## config.mk

```make
export PLATFORM = sky130hd
export DESIGN_NAME = sdram_app_bridge
export DESIGN_NICKNAME = d
export VERILOG_FILES = /design/src/rtl/sdram_bridge_pkg.sv /design/src/rtl/sdram_line_cache.sv /design/src/rtl/sdram_app_bridge.sv
export SDC_FILE = /design/constraint.sdc
export NUM_CORES = 1
export LEC_CHECK = 0
export ABC_AREA = 1
export BUFFER_PORTS_ARGS = -buffer_cell sky130_fd_sc_hd__buf_2
export CORE_AREA = 4 4 159 161
export DETAILED_ROUTE_END_ITERATION = 12
export DIE_AREA = 0 0 163 165
export PLACE_DENSITY = 0.64
export SYNTH_ARGS = -nofsm -noshare
export SYNTH_HDL_FRONTEND = slang
export SYNTH_HIERARCHICAL = 1
export SYNTH_SLANG_ARGS = --single-unit
```

## constraint.sdc

```tcl
create_clock -name i_clock -period 1.7 [get_ports i_clock]
set_input_delay 0.34 -clock i_clock [delete_from_list [all_inputs] [get_ports i_clock]]
set_output_delay 0.34 -clock i_clock [all_outputs]
set_load 0.005 [all_outputs]
```

## src/rtl/sdram_bridge_pkg.sv

```systemverilog
// Shared types and constants for the CPU-bus to DDR3 application-interface bridge.
package sdram_bridge_pkg;

  typedef enum logic [1:0] {
    ST_IDLE  = 2'd0,
    ST_READ  = 2'd1,
    ST_WRITE = 2'd2,
    ST_DONE  = 2'd3
  } state_t;

  localparam logic [2:0] CMD_READ  = 3'b001;
  localparam logic [2:0] CMD_WRITE = 3'b000;

endpackage

```

## src/rtl/sdram_line_cache.sv

```systemverilog
// Single-line read cache: tag/valid/data, hit detection, fill on read return,
// byte merge on write-through to the cached line.
module sdram_line_cache #(
  parameter int unsigned APP_DATA_WIDTH = 128
) (
  input  logic                        i_clock,
  input  logic                        i_reset,
  input  logic [31:0]                 i_lookup_addr,
  output logic                        o_hit,
  output logic [APP_DATA_WIDTH-1:0]   o_line,
  input  logic                        i_fill,
  input  logic [31:0]                 i_fill_addr,
  input  logic [APP_DATA_WIDTH-1:0]   i_fill_data,
  input  logic                        i_merge,
  input  logic [APP_DATA_WIDTH-1:0]   i_merge_data,
  input  logic [APP_DATA_WIDTH/8-1:0] i_merge_be
);

  localparam int unsigned LS = $clog2(APP_DATA_WIDTH / 8);
  localparam int unsigned NB = APP_DATA_WIDTH / 8;

  logic                      valid_q;
  logic [31-LS:0]            tag_q;
  logic [APP_DATA_WIDTH-1:0] line_q;

  // Offset bits within the line never take part in the tag.
  logic unused_offset;
  assign unused_offset = ^{i_lookup_addr[LS-1:0], i_fill_addr[LS-1:0]};

  assign o_hit  = valid_q && (tag_q == i_lookup_addr[31:LS]);
  assign o_line = line_q;

  // Fill replaces the whole line; a write hitting the line merges only enabled bytes.
  always_ff @(posedge i_clock) begin
    if (i_reset) begin
      valid_q <= 1'b0;
      tag_q   <= '0;
      line_q  <= '0;
    end else if (i_fill) begin
      valid_q <= 1'b1;
      tag_q   <= i_fill_addr[31:LS];
      line_q  <= i_fill_data;
    end else if (i_merge && o_hit) begin
      for (int unsigned b = 0; b < NB; b++) begin
        if (i_merge_be[b]) line_q[b*8 +: 8] <= i_merge_data[b*8 +: 8];
      end
    end
  end

endmodule

```

## src/rtl/sdram_app_bridge.sv

```systemverilog
// CPU memory bus to DDR3 native app interface bridge: lane select, partial-write
// masks, read-lane extraction, independent cmd/wdf back-pressure.
// Optional one-line read cache enabled by defining SDRAM_LINE_CACHE_EN.
module sdram_app_bridge
  import sdram_bridge_pkg::*;
#(
  parameter int DATA_WIDTH     = 32,
  parameter int APP_DATA_WIDTH = 128,
  parameter int APP_ADDR_WIDTH = 28
) (
  input  logic                        i_clock,
  input  logic                        i_reset,
  input  logic                        i_request,
  input  logic                        i_rw,
  input  logic [31:0]                 i_address,
  input  logic [DATA_WIDTH-1:0]       i_wdata,
  input  logic [DATA_WIDTH/8-1:0]     i_wmask,
  output logic [DATA_WIDTH-1:0]       o_rdata,
  output logic                        o_ready,
  input  logic                        i_calib_complete,
  output logic [APP_ADDR_WIDTH-1:0]   o_app_addr,
  output logic [2:0]                  o_app_cmd,
  output logic                        o_app_en,
  input  logic                        i_app_rdy,
  output logic [APP_DATA_WIDTH-1:0]   o_app_wdf_data,
  output logic [APP_DATA_WIDTH/8-1:0] o_app_wdf_mask,
  output logic                        o_app_wdf_wren,
  output logic                        o_app_wdf_end,
  input  logic                        i_app_wdf_rdy,
  input  logic [APP_DATA_WIDTH-1:0]   i_app_rd_data,
  input  logic                        i_app_rd_data_valid
);

  localparam int unsigned LS    = $clog2(APP_DATA_WIDTH / 8);
  localparam int unsigned WS    = $clog2(DATA_WIDTH / 8);
  localparam int unsigned LANES = APP_DATA_WIDTH / DATA_WIDTH;
  localparam int unsigned DB    = DATA_WIDTH / 8;

  state_t                      state;
  logic                        ready_q;
  logic [31:0]                 held_addr;
  int unsigned                 req_lane;
  int unsigned                 held_lane;
  logic [APP_DATA_WIDTH-1:0]   wdf_line;
  logic [APP_DATA_WIDTH/8-1:0] wdf_mask;
  logic [APP_DATA_WIDTH/8-1:0] merge_be;
  logic [DATA_WIDTH-1:0]       hit_lane;
  logic [DATA_WIDTH-1:0]       rd_lane;
  logic [APP_ADDR_WIDTH-1:0]   line_addr;
  logic                        en_left;
  logic                        wren_left;
  logic                        start;
  logic                        cache_hit;
  logic [APP_DATA_WIDTH-1:0]   cache_line;

  logic unused_bits;
  assign unused_bits = ^{i_address, held_addr, i_app_rd_data, merge_be};

  assign req_lane  = 32'(i_address[LS-1:0]) >> WS;
  assign held_lane = 32'(held_addr[LS-1:0]) >> WS;
  assign line_addr = {i_address[APP_ADDR_WIDTH-1:LS], {LS{1'b0}}};
  assign en_left   = o_app_en && !i_app_rdy;
  assign wren_left = o_app_wdf_wren && !i_app_wdf_rdy;
  assign start     = (state == ST_IDLE) && i_request && i_calib_complete;

  assign o_ready       = ready_q && i_request;
  assign o_app_wdf_end = o_app_wdf_wren;

  // Place write data/mask into the addressed lane and pick lanes out of returned lines.
  always_comb begin
    wdf_line = '0;
    wdf_mask = '1;
    merge_be = '0;
    hit_lane = '0;
    rd_lane  = '0;
    for (int unsigned l = 0; l < LANES; l++) begin
      if (l == req_lane) begin
        wdf_line[l*DATA_WIDTH +: DATA_WIDTH] = i_wdata;
        wdf_mask[l*DB +: DB]                 = ~i_wmask;
        merge_be[l*DB +: DB]                 = i_wmask;
        hit_lane                             = cache_line[l*DATA_WIDTH +: DATA_WIDTH];
      end
      if (l == held_lane) rd_lane = i_app_rd_data[l*DATA_WIDTH +: DATA_WIDTH];
    end
  end

`ifdef SDRAM_LINE_CACHE_EN
  sdram_line_cache #(.APP_DATA_WIDTH(APP_DATA_WIDTH)) u_line_cache (
    .i_clock       (i_clock),
    .i_reset       (i_reset),
    .i_lookup_addr (i_address),
    .o_hit         (cache_hit),
    .o_line        (cache_line),
    .i_fill        ((state == ST_READ) && i_app_rd_data_valid),
    .i_fill_addr   (held_addr),
    .i_fill_data   (i_app_rd_data),
    .i_merge       (start && i_rw),
    .i_merge_data  (wdf_line),
    .i_merge_be    (merge_be)
  );
`else
  assign cache_hit  = 1'b0;
  assign cache_line = '0;
`endif

  // Transaction FSM with registered app-side outputs and CPU handshake.
  always_ff @(posedge i_clock) begin
    if (i_reset) begin
      state          <= ST_IDLE;
      ready_q        <= 1'b0;
      held_addr      <= '0;
      o_rdata        <= '0;
      o_app_addr     <= '0;
      o_app_cmd      <= '0;
      o_app_en       <= 1'b0;
      o_app_wdf_wren <= 1'b0;
      o_app_wdf_data <= '0;
      o_app_wdf_mask <= '1;
    end else begin
      case (state)
        ST_IDLE: begin
          if (start) begin
            held_addr <= i_address;
            if (i_rw) begin
              o_app_addr     <= line_addr;
              o_app_cmd      <= CMD_WRITE;
              o_app_en       <= 1'b1;
              o_app_wdf_wren <= 1'b1;
              o_app_wdf_data <= wdf_line;
              o_app_wdf_mask <= wdf_mask;
              state          <= ST_WRITE;
            end else if (cache_hit) begin
              o_rdata <= hit_lane;
              state   <= ST_DONE;
            end else begin
              o_app_addr <= line_addr;
              o_app_cmd  <= CMD_READ;
              o_app_en   <= 1'b1;
              state      <= ST_READ;
            end
          end
        end
        ST_READ: begin
          o_app_en <= en_left;
          if (i_app_rd_data_valid) begin
            o_rdata  <= rd_lane;
            o_app_en <= 1'b0;
            ready_q  <= 1'b1;
            state    <= ST_DONE;
          end
        end
        ST_WRITE: begin
          o_app_en       <= en_left;
          o_app_wdf_wren <= wren_left;
          if (!en_left && !wren_left) begin
            ready_q <= 1'b1;
            state   <= ST_DONE;
          end
        end
        ST_DONE: begin
          // A hit arrives here with ready_q low and raises it one cycle later.
          if (!i_request) begin
            ready_q <= 1'b0;
            state   <= ST_IDLE;
          end else begin
            ready_q <= 1'b1;
          end
        end
        default: state <= ST_IDLE;
      endcase
    end
  end

endmodule
```

Yosys cells after proc, flatten, opt, wreduce, memory -nomap -nowiden
Cells that the tools add are included.
Word-level totals
  register bits: 212
  input bits: 204
  output and inout bits: 211
  logic and storage cells: 77
Operators by class
  equality and inequality tests: 14
  mux-type cells: 29
  bitwise operators: 1
  reduce and logical (&&, ||, !) cells: 23
Operators with widths (count)
  32-bit 2-to-1 mux: 8
  32-bit logical NOT: 2
  4-bit 2-to-1 mux: 4
  2-bit 2-to-1 mux: 5
  2-bit != test (second input constant): 5
  3-bit AND reduction: 3
  2-bit equality test (first input constant): 4
  1-bit 2-to-1 mux: 8
  2-bit case mux with 4 select lines: 1
  1-bit logical AND: 6
  1-bit case mux with 3 select lines: 2
  2-bit AND reduction: 3
  3-bit nonzero test: 2
  1-bit by 2-bit equality test with 1-bit output (first input constant): 2
  2-bit equality test (second input constant): 2
  1-bit logical NOT: 4
  4-bit NOT: 1
  4-bit AND reduction: 1
  2-bit by 1-bit equality test with 1-bit output (second input constant): 1
  2-bit logical NOT: 1
  1-bit case mux with 2 select lines: 1
  2-bit nonzero test: 1

Depth between registers and ports, before layout
  depth after elaboration: 6
  depth in mapped cells: 9
  mapped depth without buffers: 9

Worst setup path after synthesis
Ideal clock, no wire load.
  path type: reg2reg
  start point: register state[0]
  end point: register o_app_wdf_data[38]
  library setup time: 70 ps
  arrival: 1408 ps
  required time: 1630 ps
  slack: 222 ps
  cell stages (with the launch flop): 9
  buffers on the path: 3
  clock period less this slack: 1478 ps
  path through: dfxtp_1 inv_1 ha_1 nand4_1 buf_2 buf_6 buf_2 nand2_1 a21oi_1
On the way
  longest elaborated chain between the ends: 4
RTL lines
  start: declaration: RTL line sdram_app_bridge.sv:39  | state_t state;
  start signal: assignment: RTL line sdram_app_bridge.sv:109  | state <= ST_IDLE;
  start signal: assignment: RTL line sdram_app_bridge.sv:131  | state <= ST_WRITE;
  start signal: assignment: RTL line sdram_app_bridge.sv:134  | state <= ST_DONE;
  2-bit logical NOT (*): RTL line sdram_app_bridge.sv:64, sdram_app_bridge.sv:120
  1-bit logical AND (2 in series): RTL line sdram_app_bridge.sv:64  | assign start = (state == ST_IDLE) && i_request && i_calib_complete;
  3-bit AND reduction (no line) (*)
  end signal: assignment: RTL line sdram_app_bridge.sv:129  | o_app_wdf_data <= wdf_line;
  end: declaration: RTL line sdram_app_bridge.sv:25  | output logic [APP_DATA_WIDTH-1:0] o_app_wdf_data,
Every way passes the cells marked *; elsewhere a longest branch is shown, timed or not.
A chain may end at the register's enable or synchronous reset.

Worst setup path after layout
  start point: register state[1]
  end point: register o_app_wdf_data[16]
The elaborated chain is that of the path after synthesis.

==> results by group <==
Logic synthesis
  • XOR/XNOR Fraction of Synth Area: 0
  • Post-synthesis mux area share: 0
  • Synth Area in Compound Gates: 0.159
  • Synth cell types: 20
  • Register area share after synthesis: 0.489
  • #FFs+latches synth: between 200 and 250
  • Largest family of logic cells by synthesized area: simple AND/OR/NAND/NOR gates
  • Synth Area in Adders: 0.00588
  • Post-Syn Area: ~8500 µm²
  • Post-Syn Instances: between 1000 and 1500
  • Synthesized area per cell: 7.23 µm²
  • Post-synthesis simple-gate area fraction: 0.269
  • Number of synthesis warnings: 6

Routing
  • DR WL/cell: approximately 16 µm
  • Post-route ant nets: 0
  • DRC Markers: 0
  • Drt via density: 4.86
  • Drt first pass iters: 5
  • Routed Wire Length: 29.8 mm
  • Drt initial violations: about 570
  • Vias post-DR: between 9000 and 10000

Final layout
  • Share of cells above drive strength 1: 0.316
  • Layout area overhead: 40.1%
  • Design area: between 10000 and 15000 µm²
  • Nets: approximately 1800
  • Commonest cells after routing, fill and taps aside: buf_2, nand2_1, dfxtp_1, a21oi_1, nand3_1
  • Ant. Diodes: 0
  • Commonest non-fill, non-tap cell in the layout: buf_2

Timing
  • Relative slew slack: 0.657
  • Min Tclk post-route: between 1.5 and 2 ns
  • Hold Vio Cnt, Final: 0
  • Final Skew: approximately 0.0093 ns
  • Worst-margin pin slew: 0.514 ns
  • PnR worst setup slack: approximately 0.11 ns
  • Fmax: between 0.6 and 0.7 GHz
  • Final worst-path cycle share: 0.933
  • RSZ-0062 raised after global routing: true
  • Pins over their slew limit: 0
  • Setup TNS: 0 ns
  • # setup viols final: 0

CTS
  • H-tree levels: 1
  • CTS Buf Count: 23
  • Root Buffer Master: clkbuf_16
  • Clock Pin Slew Worst Setup and Hold Paths: 0.06 ns
  • Clock Latency Late Sink: 0.52 ns
  • Post-CTS setup buffer count: 0
  • CTS tree: yes
  • Clock buffer depth: 3
  • CTS sink cnt: between 200 and 250

Global route
  • Global-route total usage across every layer: 0.196
  • Largest net degree at the start of global routing: between 100 and 150
  • Met2 Usage GRT: 0.342
  • Global-route wire length before repair: about 43 mm
  • Most used routing layer: met2
  • Antenna violations before repair: 0
  • GR Util met1: 0.232
  • Grt ovf: 0
  • Grt met3 use: 0.0437
  • Vias in the first global route: 8308

Placed design
  • DP Area: between 10000 and 15000 µm²
  • Number of buffers added on ports: ~400
  • HPWL Detailed: around 21 mm
  • Pre-CTS setup slack: -0.0435 ns
  • Placer Congestion: roughly 0.88

Floorplan
  • Die Y: approximately 170 µm
  • Die ar.: approximately 27000 µm²
  • Initial core utilization: 0.355
  • Core area: between 20000 and 25000 µm²
  • Die width: around 160 µm
  • IO Count: ~420
  • Row count: 57

Setup path
  • Crit start category: flip-flop
  • Peak fanout along the critical path: 14
  • Critical path data arrival time: between 2 and 2.5 ns
  • Critical path capture point type: flip-flop
  • Req. time, crit path: ~2.1 ns
  • Worst Setup Path Type: reg -> reg

Pwr
  • Leak Pwr: 5.39 nW
  • Cell area power density: approximately 1200 nW/µm²
  • Worst vdd ir: 0.638 mV

Status
  • Status: finished clean

Job
  • Max Cap Viol: 0

Hold path
  • Hold WC Path Type: in -> reg
synth_stat cells, drive strengths merged:
cell type	n	area (µm²)
a211oi	1	7.51
a21oi	183	916
and2	1	6.26
and3	1	6.26
buf	46	261
clkbuf	50	188
conb	1	3.75
dfxtp	208	4160
ha	4	50.1
inv	54	203
nand2	305	1140
nand3	168	841
nand4	1	6.26
nor2	59	221
o21ai	86	430
or2	10	62.6
cell families (layout without fill, tap and decap cells):
family	Yosys count	count (layout)
and+or+nand+nor	545	545
AOI/OAI and AO/OA	270	270
DFF	208	208
buffers and inverters	150	533
adders and majority gates	4	4
other	1	6
worst max-delay path, cell delays in order (launching register included):
cell,delay [ns]
dfxtp_2,0.34
inv_1,0.11
ha_4,0.15
nand4_1,0.19
buf_6,0.23
inv_6,0.12
clkbuf_16,0.18
nand3_1,0.07
a21oi_1,0.13
metal layers:
layer	share of wire	wire, µm
met5	0	0
met4	0.040	1180
met3	0.087	2580
met2	0.49	14500
met1	0.39	11500
power by group:
group	internal, W	leakage (nW)	switching, W
clock	0.00299	0.376	0.00202
sequential	0.00531	1.69	0.000224
combinational	0.00139	3.33	0.00193
total	0.00969	5.39	0.00417
registers in the layout, summed over array words and instances (netlist names):
| name | count |
|---|---|
| o_app_wdf_data | 128 |
| o_rdata | 32 |
| o_app_addr | 24 |
| o_app_wdf_mask | 16 |
| held_addr | 2 |
| state | 2 |
| o_app_cmd | 1 |
| o_app_en | 1 |
| o_app_wdf_end | 1 |
| ready_q | 1 |
stage by stage:
step	power, W	hold slack (ns)	utilization	std cells
final	0.0139	0.0806	0.498	1890
after floorplan	0.00743	0.440	-	1183
after CTS	0.0138	0.0591	0.489	1883
after global placement	0.00874	0.428	0.457	1843
after global routing	0.0146	0.0690	0.498	1890
after detailed placement	0.00878	0.431	0.457	1843
path summary, 6_finish.rpt:
| kind | from | slack [ns] | endpoint | cells after the start |
|---|---|---|---|---|
| setup / recovery | state[1]$_SDFFE_PP0P_ | 0.11 | o_app_wdf_data[16]$_SDFFE_PP0P_ | 8 |
| hold / removal | i_reset | 0.08 | o_app_cmd[0]$_SDFFE_PP0P_ | 2 |
| setup reg to reg | state[1]$_SDFFE_PP0P_ | 0.11 | o_app_wdf_data[16]$_SDFFE_PP0P_ | 8 |
| hold reg to reg | o_app_addr[11]$_SDFFE_PP0P_ | 0.44 | o_app_addr[11]$_SDFFE_PP0P_ | 2 |
final cells by class:
cell class	instances	area [µm²]
inverter	54	219
fill	2442	12000
timing repair inverter	1	8.76
clock buffer	32	649
timing repair buffer	438	2620
clock inverter	8	109
sequential	208	4170
multi-input combinational	825	3750
tap	324	405
what timing repair did:
action / CTS / global route
cloned: 0 / 7
hold buffers: 0 / 0
pin swaps: 1 / 1
endpoints found under the setup margin: 30 / 155
resized for setup: 2 / 14
Note: power is estimated with default switching activity, not from simulation.
